===== src/rtl/debounce_pkg.sv =====
// Shared types and helpers for the multi-channel debouncer.
// Latency: n/a (types and constant functions only).
// Backpressure: n/a.
//
// Contents:
//   dbc_state_e  - per-channel press/hold/auto-repeat state
//   timer_width  - repeat-timer width large enough for both repeat intervals
package debounce_pkg;

  typedef enum logic [1:0] {
    IDLE   = 2'd0,
    HELD   = 2'd1,
    REPEAT = 2'd2
  } dbc_state_e;

  // The timer only has to reach (interval - 1), so clog2 of the larger
  // interval is enough; never return a zero-width timer.
  function automatic int timer_width(input int delay, input int period);
    int span;
    span = (delay > period) ? delay : period;
    return (span < 2) ? 1 : $clog2(span);
  endfunction

endpackage


===== src/rtl/debounce_channel.sv =====
// One debounce channel: 2-flop sync, saturating hysteresis counter, press/release/auto-repeat FSM.
// Latency: level and pulses register 2 sync edges + threshold-crossing counts after the raw input settles.
// Backpressure: none; pulses are single-cycle and are not held for a consumer.
//
// Ports:
//   clk_i      - system clock, rising edge
//   reset_i    - synchronous active-high reset
//   raw_i      - asynchronous bouncing input
//   level_o    - debounced level (counter MSB)
//   press_o    - one-cycle pulse on debounced rise and each auto-repeat
//   release_o  - one-cycle pulse on debounced fall
module debounce_channel
  import debounce_pkg::*;
#(
  parameter int COUNTER_BITS  = 7,
  parameter int REPEAT_EN     = 0,
  parameter int REPEAT_DELAY  = 500,
  parameter int REPEAT_PERIOD = 100
) (
  input  logic clk_i,
  input  logic reset_i,
  input  logic raw_i,
  output logic level_o,
  output logic press_o,
  output logic release_o
);

  localparam int CW = COUNTER_BITS;
  localparam int TW = timer_width(REPEAT_DELAY, REPEAT_PERIOD);
  localparam logic [CW-1:0] CNT_MAX     = {CW{1'b1}};
  localparam logic [TW-1:0] DELAY_LAST  = TW'(REPEAT_DELAY - 1);
  localparam logic [TW-1:0] PERIOD_LAST = TW'(REPEAT_PERIOD - 1);

  logic          sync1_q, sync2_q;
  logic [CW-1:0] cnt_q, cnt_d;
  logic [TW-1:0] timer_q, timer_d;
  dbc_state_e    state_q, state_d;
  logic          press_q, press_d;
  logic          release_q, release_d;
  logic          rise, fall;

  // Saturating up/down counter driven only by the second sync flop.
  always_comb begin
    cnt_d = cnt_q;
    if (sync2_q) begin
      if (cnt_q != CNT_MAX) cnt_d = cnt_q + CW'(1);
    end else begin
      if (cnt_q != '0) cnt_d = cnt_q - CW'(1);
    end
  end

  // MSB crossings give hysteresis: the level only moves at the midpoint.
  assign rise = ~cnt_q[CW-1] &  cnt_d[CW-1];
  assign fall =  cnt_q[CW-1] & ~cnt_d[CW-1];

  always_comb begin
    state_d   = state_q;
    timer_d   = timer_q;
    press_d   = 1'b0;
    release_d = 1'b0;
    case (state_q)
      IDLE: begin
        timer_d = '0;
        if (rise) begin
          state_d = HELD;
          press_d = 1'b1;
        end
      end
      HELD: begin
        // A fall is checked first so it beats a coincident timer expiry.
        if (fall) begin
          state_d   = IDLE;
          release_d = 1'b1;
          timer_d   = '0;
        end else if (REPEAT_EN != 0) begin
          if (timer_q == DELAY_LAST) begin
            state_d = REPEAT;
            press_d = 1'b1;
            timer_d = '0;
          end else begin
            timer_d = timer_q + TW'(1);
          end
        end else begin
          timer_d = '0;
        end
      end
      REPEAT: begin
        if (fall) begin
          state_d   = IDLE;
          release_d = 1'b1;
          timer_d   = '0;
        end else if (timer_q == PERIOD_LAST) begin
          press_d = 1'b1;
          timer_d = '0;
        end else begin
          timer_d = timer_q + TW'(1);
        end
      end
      default: begin
        state_d = IDLE;
        timer_d = '0;
      end
    endcase
  end

  always_ff @(posedge clk_i) begin
    if (reset_i) begin
      sync1_q   <= 1'b0;
      sync2_q   <= 1'b0;
      cnt_q     <= '0;
      timer_q   <= '0;
      state_q   <= IDLE;
      press_q   <= 1'b0;
      release_q <= 1'b0;
    end else begin
      sync1_q   <= raw_i;
      sync2_q   <= sync1_q;
      cnt_q     <= cnt_d;
      timer_q   <= timer_d;
      state_q   <= state_d;
      press_q   <= press_d;
      release_q <= release_d;
    end
  end

  assign level_o   = cnt_q[CW-1];
  assign press_o   = press_q;
  assign release_o = release_q;

endmodule


===== src/rtl/multi_debouncer.sv =====
// Bank of independent debounce channels with a combined registered event flag.
// Latency: per-channel as in debounce_channel; any_event one cycle after the pulses.
// Backpressure: none; all outputs are free-running.
//
// Ports:
//   clk            - system clock, rising edge
//   reset          - synchronous active-high reset
//   input_unstable - raw bouncing inputs, one per channel
//   level_stable   - debounced levels
//   press_pulse    - press / auto-repeat pulses
//   release_pulse  - release pulses
//   any_event      - registered OR of all press and release pulses
module multi_debouncer
  import debounce_pkg::*;
#(
  parameter int CHANNELS      = 4,
  parameter int COUNTER_BITS  = 7,
  parameter int REPEAT_EN     = 0,
  parameter int REPEAT_DELAY  = 500,
  parameter int REPEAT_PERIOD = 100
) (
  input  logic                clk,
  input  logic                reset,
  input  logic [CHANNELS-1:0] input_unstable,
  output logic [CHANNELS-1:0] level_stable,
  output logic [CHANNELS-1:0] press_pulse,
  output logic [CHANNELS-1:0] release_pulse,
  output logic                any_event
);

  logic any_event_q;

  for (genvar i = 0; i < CHANNELS; i++) begin : g_ch
    debounce_channel #(
      .COUNTER_BITS (COUNTER_BITS),
      .REPEAT_EN    (REPEAT_EN),
      .REPEAT_DELAY (REPEAT_DELAY),
      .REPEAT_PERIOD(REPEAT_PERIOD)
    ) u_ch (
      .clk_i    (clk),
      .reset_i  (reset),
      .raw_i    (input_unstable[i]),
      .level_o  (level_stable[i]),
      .press_o  (press_pulse[i]),
      .release_o(release_pulse[i])
    );
  end

  always_ff @(posedge clk) begin
    if (reset) any_event_q <= 1'b0;
    else       any_event_q <= |(press_pulse | release_pulse);
  end

  assign any_event = any_event_q;

endmodule


===== config.mk =====
export PLATFORM = sky130hd
export DESIGN_NAME = multi_debouncer
export DESIGN_NICKNAME = d
export VERILOG_FILES = /design/src/rtl/debounce_pkg.sv /design/src/rtl/debounce_channel.sv /design/src/rtl/multi_debouncer.sv
export SDC_FILE = /design/constraint.sdc
export NUM_CORES = 1
export LEC_CHECK = 0
export ABC_CLOCK_PERIOD_IN_PS = 1600
export BUFFER_PORTS_ARGS = -buffer_cell sky130_fd_sc_hd__buf_4
export CAP_MARGIN = 30
export CORE_MARGIN = 5
export CORE_UTILIZATION = 45
export CTS_CLUSTER_DIAMETER = 60
export DETAILED_ROUTE_END_ITERATION = 8
export PLACE_DENSITY = 0.72
export REMOVE_ABC_BUFFERS = 1
export SETUP_SLACK_MARGIN = 0.4
export SLEW_MARGIN = 0
export SYNTH_ARGS = -nofsm -noshare
export SYNTH_HDL_FRONTEND = slang
export SYNTH_HIERARCHICAL = 1
export SYNTH_SLANG_ARGS = --single-unit

===== constraint.sdc =====
create_clock -name clk -period 1.6 [get_ports clk]
set_input_delay 0.16 -clock clk [delete_from_list [all_inputs] [get_ports clk]]
set_output_delay 0.16 -clock clk [all_outputs]
set_load 0.005 [all_outputs]

Word level (Yosys, flattened, before mapping)
Index checks and enable logic that the tools add are counted.
{"block": "word_totals", "regBits": 89, "input_bits": 6, "output_inout_bits": 13, "elab_cells": 175}
{"block": "classes", "add_sub_neg": 12, "eq_ne": 28, "muxes": 44, "bitwise_logic": 25, "n_reduce_logical": 33}
{"operator": "$mux 7", "count": 12}
{"operator": "$add 9x1->9 const B", "count": 4}
{"operator": "$eq 9x7->1 const B", "count": 4}
{"operator": "$add 7x1->7 const B", "count": 4}
{"operator": "$ne 7x7->1 const B", "count": 4}
{"operator": "$reduce_bool 7->1", "count": 4}
{"operator": "$sub 7x1->7 const B", "count": 4}
{"operator": "$reduce_or 4->1", "count": 5}
{"operator": "$mux 1", "count": 16}
{"operator": "$mux 2", "count": 8}
{"operator": "$ne 2x1->1 const B", "count": 8}
{"operator": "$not 1->1", "count": 16}
{"operator": "$pmux 2 s2", "count": 4}
{"operator": "$reduce_and 2->1", "count": 8}
{"operator": "$reduce_or 2->1", "count": 8}
{"operator": "$and 1x1->1", "count": 8}
{"operator": "$eq 2x1->1 const B", "count": 4}
{"operator": "$eq 2x2->1 const B", "count": 4}
{"operator": "$logic_not 2->1", "count": 4}
{"operator": "$ne 2x2->1 const B", "count": 4}
{"operator": "$pmux 1 s2", "count": 4}
{"operator": "$reduce_bool 2->1", "count": 4}
{"operator": "$or 4x4->4", "count": 1}

Depth between registers and ports, before layout
Gate-level depths: netlist of the first run.
{"block": "depth", "ltp_word": 7, "mapped_depth": 6, "ltp_nobuf": 6}

Modules after synthesis
Netlist of the first run, hierarchy kept.
{"module": "debounce_channel (g_ch[0].u_ch ...)", "n_inst": 3, "cells_per_inst": 83, "area_each_um2": 694.4, "seq_area_each_um2": 240.2}
{"module": "debounce_channel (g_ch[1].u_ch)", "n_inst": 1, "cells_per_inst": 80, "area_each_um2": 723.2, "seq_area_each_um2": 240.2}
{"module": "multi_debouncer", "n_inst": 1, "cells_per_inst": 4, "area_each_um2": 37.5, "seq_area_each_um2": 20.0}

Worst setup path before layout of the first run
Ideal clock, no wire load.
{"block": "synth_timing", "path_kind": "register to register", "start": "register g_ch[0].u_ch.cnt_q[0]", "end": "register g_ch[0].u_ch.cnt_q[6]", "setup_time_ps": 128, "arrival_time_ps": 1605, "t_required_ps": 1472, "slack_ps": -133, "path_stages_with_launch": 7, "path_buffers": 0, "synth_period_minus_slack_ps": 1733, "path_cell_list": "dfxtp_1 > inv_1 > ha_1 > or4b_4 > or3_4 > a211oi_1 > nor2_1"}
{"block": "synth_between", "elab_chain_len": 3, "elab_cells_between_ends": 7, "classes_between": "add/sub: 2; eq/ne: 1; mux: 3; reduce/logical: 1"}
{"item": "from (decl)", "line_no": "debounce_channel.sv:35", "source": "logic [CW-1:0] cnt_q, cnt_d;"}
{"item": "from (signal assigned)", "line_no": "debounce_channel.sv:118", "source": "cnt_q <= cnt_d;"}
{"item": "$sub 7x1->7, or another cell as far along", "line_no": "debounce_channel.sv:48", "source": "if (cnt_q != '0) cnt_d = cnt_q - CW'(1);"}
{"item": "$mux 7 (on tied branches)", "line_no": "debounce_channel.sv:48, debounce_channel.sv:46"}
{"item": "$mux 7 (*)", "line_no": "debounce_channel.sv:45", "source": "if (sync2_q) begin"}
Every way passes the cells marked *; elsewhere a longest branch is shown, timed or not. The select of a mux whose other input is x is not followed.
A chain may end at the register's enable or synchronous reset.

Worst setup path after layout of the first run
{"block": "layout_timing", "start": "register g_ch[0].u_ch.cnt_q[1]", "end": "register g_ch[0].u_ch.cnt_q[6]"}
The elaborated chain is that of the path after synthesis.

==> impl_metrics.toml, run 1 <==
[outcome]
status = "complete, but fails checks"
violations = "negative setup slack"

[synthesis]
netlist_instances = 333
synth_top_cell_by_area = "dfxtp_1"
synth.most_common_cell = "dfxtp_1"
synth_seq_area_share_pct = 34.5
synth.cell_area_um2 = 2840
synthFlopType = "dfxtp_1"
synth.area.top_cells = "dfxtp_1, ha_1, a211oi_1"
synth_cell_type_count = 48
syn_area_per_cell_um2 = 8.54
ys_ff_latch = 49
synth-async-reset-ratio_pct = 0
synth_top_area_share_pct = 34.5
synth_edf_count = 0
synth_common_cells = "dfxtp_1, nor2_1, o21ai_0"
ys.warnings.count = 6

[drt]
drc_errors = 0
vias = 2762
final_antenna_net_count = 0
wl_per_cell_um = 16.2
dr.pass1.iters = 4
drtIter0Drc = 87
routed_wl_um = 7690
viasPerCell = 5.84

[die]
rows = 29
die_h_um = 89.5
coreArea_um2 = 6240
io_pins = 19
die_area_um2 = 8010
fp.dieW_um = 89.5
start_util_pct = 45.6

[min_path]
hold_path.class = "primary input to flip-flop"

[cells_and_area]
syn_to_final_growth_pct = 46.1
antennaDiodeCount = 0
fin_nets = 415
drive_gt1_share_pct = 49.2

[timing]
hold_ws_ns = 0.0612
worst_slack_ns = -0.140
finalHoldViolCount = 0
slew_headroom_pct = 64.2
slew_violations = 0
worstMarginPinSlew_ns = 0.532
timing.final.crit_share_pct = 109
rsz0062_at_grt = "true"
min_period_ns = 1.74
max_freq_ghz = 0.575
setup_viol = 25
fin_skew_ns = 0.00699

[clocking]
numCtsBuffers = 5
cts_sinks = 49
path_clk_slew_ns = 0.09
tritoncts = "yes"
cts-root-buf = "clkbuf_8"
cts_max_path_buffers = 2
cts_max_level = 2
cts_hold_buf = 0
clk_latency_ns = 0.30

[job]
maxCapViolations = 0

[power]
irDropWorstVdd_mv = 1.28
powerDensity_nw_per_um2 = 2140
p_int_uw = 5110
comb_power_share_pct = 68.6
pwr-share-seq_pct = 23.5
clkPwrFrac_pct = 7.9
finalPower_uw = 8880
p_sw_share_pct = 42.5
p_leak_uw = 0.00162
switchingPower_uw = 3770

[worst_setup_path]
cp.required_ns = 1.80
slowest_stage = "or4b_4"
critPathArrivalTime_ns = 1.94
cp-start-kind = "flip-flop"
cpPeakStageDelay_ns = 0.47
critical_path_class = "flip-flop to flip-flop"
critPathCaptureType = "flip-flop"
path_cells = "inv_4 -> ha_4 -> or4b_4 -> or3_4 -> a211oi_2 -> nor2_1"
critPathMaxFanout = 3

[placement]
port-buffer-count = 18
hpwl_um = 4540
gp_congestion = 0.855

[grt]
grt-ovfl-total = 0
grtUsageTotal_pct = 19.4
grt_max_degree = 28
grt_pass1_wl_um = 12300
grt_antenna_before_repair = 0
grt_pass1_vias = 2732
==> power by group through the flow <==
| stage | clock network [µW] | logic [µW] | registers (µW) |
|---|---|---|---|
| after floorplan | 0 | 2190 | 2240 |
| after global placement | 0 | 3800 | 1960 |
| after detailed placement | 0 | 3900 | 1980 |
| after CTS | 713 | 5180 | 2050 |
| after global routing | 769 | 6560 | 2150 |
| final | 698 | 6090 | 2090 |
==> worst max-delay path: cells and delay by family (launching register included) <==
kind / cells / cell delay (ns)
compound gates: 1 / 0.19
fa+ha+maj: 1 / 0.13
buf+inv: 1 / 0.07
simple gates: 3 / 0.91
flops: 1 / 0.35
==> sequential cells by signal (all words and copies together) (netlist names) <==
signal,cells
g_ch.u_ch/cnt_q,28
g_ch.u_ch/sync1_q,4
g_ch.u_ch/press_o,4
g_ch.u_ch/sync2_q,4
g_ch.u_ch/release_o,4
g_ch.u_ch/state_q,4
any_event,1
==> layout by cell type, fill, tap and decap left out, types with 5 or more instances in the layout <==
cell,instances
buf_4,69
dfxtp_1,39
nand2_1,19
nor2_1,18
or3_1,12
nor2b_1,11
buf_6,11
nand3_1,10
ha_4,10
inv_1,8
and3_1,8
nor3_1,8
a211oi_2,8
o21ai_1,8
dfxtp_2,8
a21oi_1,7
inv_4,7
or4b_4,7
o21ai_2,7
and3_4,6
xor2_1,6
o21ai_0,6
a211oi_1,6
clkbuf_8,5
or3_4,5
nor3b_2,5
==> layer usage <==
layer | GRT usage, % | part of all wire (%) | up-vias
li1 | - | - | 1350
met1 | 22.4 | 43 | 1353
met2 | 34.7 | 52 | 44
met3 | 3.78 | 2.9 | 15
met4 | 8.25 | 1.9 | 0
met5 | 0 | 0 | -
==> through the flow <==
step	worst slack (ns)	cells	setup TNS (ns)	utilization (%)	instance area [µm²]
floorplan	-0.124	309	-0.867	-	2710
global placement	-0.150	457	-2.27	53.5	3340
detailed placement	-0.200	457	-3.39	53.5	3340
CTS	-0.153	471	-1.40	62.7	3920
global route	-0.184	473	-3.20	66.6	4160
finish	-0.140	473	-1.66	66.6	4160
==> cell families (layout without fill, tap and decap cells) <==
kind of cell | after synthesis | count (layout) | share of synthesized area (%)
multiplexers | 2 | 2 | 0.748
adder cells (fa/ha/maj) | 12 | 12 | 5.28
buffers and inverters | 40 | 103 | 6.82
XOR/XNOR | 9 | 9 | 2.77
AO/OA/AOI/OAI | 79 | 79 | 19.4
flip-flops | 49 | 49 | 34.5
AND/OR/NAND/NOR | 142 | 142 | 30.5
==> area by class of cell <==
class / count / area, µm²
multi-input combinational: 244 / 2250
tap: 77 / 96.3
clock buffer: 5 / 68.8
inverter: 16 / 77.6
fill: 448 / 2090
clock inverter: 1 / 5.00
sequential: 49 / 998
timing repair buffer: 81 / 662
==> worst paths after layout <==
path | from | end | slack, ns | cells past startpoint
worst max register to register | g_ch[0].u_ch/cnt_q[1] | g_ch[0].u_ch/cnt_q[6] | -0.14 | 6
worst min register to register | g_ch[3].u_ch/sync1_q | g_ch[3].u_ch/sync2_q | 0.44 | 1
worst max-delay path | g_ch[0].u_ch/cnt_q[1] | g_ch[0].u_ch/cnt_q[6] | -0.14 | 6
worst min-delay path | input_unstable[0] | g_ch[0].u_ch/sync1_q | 0.06 | 2
==> timing repair <==
item                                    4_1_cts  5_1_grt
gates resized for setup                     114       52
endpoints found under the setup margin       40       40
buffers inserted                              8        2
endpoints found under the hold margin         0        0
pin swaps                                    31       17
Power figures use the tool's default switching activity.
==> inputs of run 2 (changes only) <==
Settings changed: CELL_PAD_IN_SITES_DETAIL_PLACEMENT set to 0, CELL_PAD_IN_SITES_GLOBAL_PLACEMENT set to 2, CORE_UTILIZATION 45 to 33, PLACE_DENSITY 0.72 to 0.83, SYNTH_HIERARCHICAL 1 to not set.
==> run 2 against run 1 <==
Compared with the run above: the run still ends with negative setup slack left; sequential share of layout area fell by 2.1 points; critical path type unchanged; non-clock buffer count increased by 44; global-route usage decreased by 4.1 points; first-iteration DRC count shrank 17%; largest power group unchanged.
==> impl_metrics.toml, run 2 <==
[outcome]
status = "complete, but fails checks"
violations = "negative setup slack"

[synthesis]
synth.cell_area_um2 = 2800
syn_area_per_cell_um2 = 8.20
netlist_instances = 341
synth_common_cells = "dfxtp_1, nand2_1, nor2_1"
synth_edf_count = 0
ys_ff_latch = 49
synth-async-reset-ratio_pct = 0
ys.warnings.count = 0
synth_seq_area_share_pct = 35.1
synth.most_common_cell = "dfxtp_1"
synth_cell_type_count = 52
synthFlopType = "dfxtp_1"
synth_top_area_share_pct = 35.1
synth_top_cell_by_area = "dfxtp_1"
synth.area.top_cells = "dfxtp_1, ha_1, nor2b_1"

[die]
rows = 33
fp.dieW_um = 102
die_h_um = 102
die_area_um2 = 10400
io_pins = 19
start_util_pct = 33.9
coreArea_um2 = 8260

[cells_and_area]
fin_util_pct = 57.8
antennaDiodeCount = 0
largest_reg_flops = 28
syn_to_final_growth_pct = 70.8
final_common_cell = "buf_4"
final_cell_mix = "buf_4, buf_6, dfxtp_1, nor2_1, nand2_1"
drive_gt1_share_pct = 60.6
largest_register = "g_ch.u_ch.cnt_q"
fin_nets = 459
fin_cells = 547

[clocking]
numCtsBuffers = 5
cts-root-buf = "clkbuf_8"
clk_latency_ns = 0.31
cts_sinks = 49
tritoncts = "yes"
path_clk_slew_ns = 0.10
cts_hold_buf = 0
cts_max_path_buffers = 2
cts_max_level = 2

[worst_setup_path]
critPathArrivalTime_ns = 1.95
critPathCaptureType = "flip-flop"
worst-path-buf-inv = 0
critPathMaxFanout = 4
cp-start-kind = "flip-flop"
cpPeakStageDelay_ns = 0.49
slowest_stage = "or4_1"
r2r_setup_slack_ns = -0.11
cp.required_ns = 1.84
critPathTopFamily = "simple AND/OR/NAND/NOR gates"
path_cells = "or4_1 -> or3_4 -> or3b_1 -> a31oi_1"
critical_path_class = "flip-flop to flip-flop"

[grt]
grt-ovfl-total = 0
grtUsageTotal_pct = 15.4
grt_max_degree = 42
grt_pass1_wl_um = 13100
grt_pass1_vias = 2821
grt_antenna_before_repair = 0

[timing]
hold_ws_ns = 0.0559
slew_violations = 0
worstMarginPinSlew_ns = 0.602
setup_viol = 3
min_period_ns = 1.71
fin_skew_ns = 0.00881
rsz0062_at_grt = "true"
finalHoldViolCount = 0
timing.final.crit_share_pct = 107
max_freq_ghz = 0.583
slew_headroom_pct = 59.8
worst_slack_ns = -0.115

[placement]
port-buffer-count = 18
hpwl_um = 4870
gp_congestion = 0.830
dp_cells = 495

[min_path]
hold_path.class = "primary input to flip-flop"

[drt]
drc_errors = 0
dr.pass1.iters = 4
final_antenna_net_count = 0
routed_wl_um = 8450
drtIter0Drc = 72
wl_per_cell_um = 15.4
vias = 2901
viasPerCell = 5.30

[power]
powerDensity_nw_per_um2 = 2140
p_leak_uw = 0.00191
irDropWorstVdd_mv = 0.806
finalPower_uw = 10200

[job]
maxCapViolations = 0
[run 2: cell types whose count changed after synthesis, moves of 6 or more]
cell and delta:
a211oi_1 -13, o21ai_0 -13, buf_4 +10, nor2b_1 +9, mux2_1 +8, or4_1 +7
nand4_1 +6
[run 2: worst paths after layout]
path / cells after the start / start / to
setup reg to reg: 4 / g_ch[0].u_ch.cnt_q[1] / g_ch[0].u_ch.cnt_q[5]
hold reg to reg: 1 / g_ch[1].u_ch.state_q[0] / g_ch[1].u_ch.press_o
setup / recovery: 4 / g_ch[0].u_ch.cnt_q[1] / g_ch[0].u_ch.cnt_q[5]
hold / removal: 2 / input_unstable[3] / g_ch[3].u_ch.sync1_q
[run 2: final cells by class]
| type | count | area (µm²) |
|---|---|---|
| fillers | 699 | 3480 |
| multi-input cells | 243 | 2360 |
| repair buffers | 125 | 1060 |
| flip-flops and latches | 49 | 1050 |
| well taps | 105 | 131 |
| clock buffers | 6 | 82.6 |
| inverters | 17 | 81.3 |
| clock inverters | 2 | 13.8 |
[run 2: metrics by stage]
step,worst slack [ns],setup TNS (ns),instance area [µm²]
after global routing,-0.172,-0.412,4780
after CTS,-0.0848,-0.140,4240
after floorplan,-0.0713,-0.162,2630
after detailed placement,-0.104,-0.408,3370
final,-0.115,-0.207,4780
after global placement,-0.105,-0.324,3370
[run 2: cell families after synthesis]
family / after synthesis / synth area share, %
compound gates: 65 / 15.8
fa+ha+maj: 12 / 5.37
xor+xnor: 8 / 2.50
mux: 11 / 4.34
simple gates: 147 / 28.7
buf+inv: 49 / 8.23
flops: 49 / 35.1
[run 2: report_power, final]
group          switching, µW  leakage [µW]  internal (µW)
Combinational           3000       0.00144           4090
Clock                    453     0.0000512            352
Sequential               582      0.000415           1750
Total                   4040       0.00191           6200
[run 2: timing repair]
action | in CTS | in global routing
gates resized for setup | 159 | 80
endpoints found under the setup margin | 39 | 41
pin swaps | 47 | 50
endpoints found under the hold margin | 0 | 0
cloned | 0 | 0
buffers inserted | 22 | 22
[run 2: layer usage]
layer	vias to the layer above	GRT usage, %	share of wire (%)
met1	1400	18.3	44
met5	-	0	0
met2	55	28.2	50
li1	1426	-	-
met3	20	2.59	3.0
met4	0	4.34	2.7
==> inputs of run 3 (changes only) <==
Settings changed: CORE_UTILIZATION 33 to 25, PLACE_DENSITY 0.83 to 0.67.
==> run 3 against run 2 <==
Compared with the run above: the flow still finishes with violations (negative setup slack); utilization down 15 points; wire length down 3.7%; global-route usage down 3.7 points; final cell count up 4.0%; hold slack better by 0.0043 ns; count of clock-buffer cells in the layout down 1; combinational power down 11%; sequential power about the same; critical path depth unchanged; flip-flop and latch count unchanged; cell area down 2.3%; largest power group unchanged.
==> impl_metrics.toml, run 3 (synthesis gave the netlist of run 2 again) <==
[outcome]
status = "complete, but fails checks"
violations = "negative setup slack"

[grt]
grt-ovfl-total = 0
grt_pass1_wl_um = 13000
grt_max_degree = 29
grt_antenna_before_repair = 0
grtUsageTotal_pct = 11.7
grt_pass1_vias = 2668

[worst_setup_path]
critical_path_class = "flip-flop to flip-flop"
cpPeakStageDelay_ns = 0.52
critPathMaxFanout = 2
cp.required_ns = 1.84
worst-path-stages = 4
critPathArrivalTime_ns = 1.97
r2r_setup_slack_ns = -0.13
critPathCaptureType = "flip-flop"
critPathTopFamily = "simple AND/OR/NAND/NOR gates"
slowest_stage = "or4_4"
r2r_cells = 4
path_cells = "or4_4 -> or3_4 -> or3b_1 -> a31oi_1"
worst-path-buf-inv = 0
cp-start-kind = "flip-flop"

[cells_and_area]
final_cell_mix = "buf_4, dfxtp_1, buf_6, nand2_1, nor2_1"
largest_reg_flops = 28
fin_util_pct = 42.9
drive_gt1_share_pct = 57.6
largest_register = "g_ch.u_ch.cnt_q"
syn_to_final_growth_pct = 66.8
fin_nets = 446
antennaDiodeCount = 0
fillers = 1023
final_common_cell = "buf_4"

[timing]
worst_slack_ns = -0.131
max_freq_ghz = 0.578
min_period_ns = 1.73
worstMarginPinSlew_ns = 0.592
setup_viol = 3
timing.final.crit_share_pct = 108
fin_skew_ns = 0.00442
finalHoldViolCount = 0
slew_violations = 0
slew_headroom_pct = 60.5
hold_ws_ns = 0.0603
rsz0062_at_grt = "true"
finalSetupTns_ns = -0.208

[drt]
dr.pass1.iters = 4
viasPerCell = 4.87
drc_errors = 0
final_antenna_net_count = 0
wl_per_cell_um = 14.3
drtIter0Drc = 114
routed_wl_um = 8140
vias = 2772

[power]
powerDensity_nw_per_um2 = 2090
p_leak_uw = 0.00180
irDropWorstVdd_mv = 0.837

[job]
maxCapViolations = 0

[clocking]
path_clk_slew_ns = 0.10
cts_sinks = 49
cts_hold_buf = 0
cts_max_level = 2
tritoncts = "yes"
cts_max_path_buffers = 2
cts-root-buf = "clkbuf_8"
numCtsBuffers = 5
clk_latency_ns = 0.30

[die]
die_h_um = 116
start_util_pct = 25.7
fp.dieW_um = 116
die_area_um2 = 13400
coreArea_um2 = 10900
rows = 38
io_pins = 19

[placement]
port-buffer-count = 18
gp_congestion = 0.789
place_ws_ns = -0.143
hpwl_um = 5140

[min_path]
hold_path.class = "primary input to flip-flop"
min_delay_path_depth = 2
## run 3: worst register-to-register path, stage by stage, from the launching register on
cell and delay [ns]:
dfxtp_2 0.34, or4_4 0.52, or3_4 0.34, or3b_1 0.35
a31oi_1 0.12
## run 3: through the flow
step | cell area [µm²] | power (µW) | cells
after CTS | 4320 | 8850 | 557
after floorplan | 2630 | 4190 | 309
after detailed placement | 3440 | 5930 | 534
after global placement | 3440 | 5920 | 534
final | 4670 | 9760 | 569
after global routing | 4670 | 10400 | 569
## run 3: final cells by class
cell class              count  area [µm²]  area share (%)
multi-input cells         243        2290            49.1
flip-flops and latches     49        1040            22.3
inverters                  17        86.3            1.85
well taps                 140         175            3.75
clock buffers               5        68.8            1.47
clock inverters             3        68.8            1.47
repair buffers            112         932            20.0
## run 3: layer usage
metal	global-route usage [%]	part of all wire, %	vias to the layer above
met1	15.5	47	1337
met5	0	0	-
li1	-	-	1397
met2	20.1	50	34
met3	1.98	2.4	4
met4	2.17	0.49	0
## run 3: final timing paths
kind / from / to
setup / recovery: g_ch[0].u_ch.cnt_q[0] / g_ch[0].u_ch.cnt_q[5]
setup reg to reg: g_ch[0].u_ch.cnt_q[0] / g_ch[0].u_ch.cnt_q[5]
hold / removal: input_unstable[3] / g_ch[3].u_ch.sync1_q
hold reg to reg: g_ch[1].u_ch.state_q[0] / g_ch[1].u_ch.press_o
## run 3: what timing repair did
| item | in CTS | in global routing |
|---|---|---|
| endpoints found under the setup margin | 41 | 41 |
| buffers inserted | 15 | 12 |
| resized for setup | 164 | 53 |
| pin swaps | 38 | 34 |
## run 3: power breakdown
group          internal [µW]  switching, µW  total (µW)
sequential              1750            591        2340
combinational           3640           2670        6310
clock                    630            472        1100
total                   6020           3740        9760
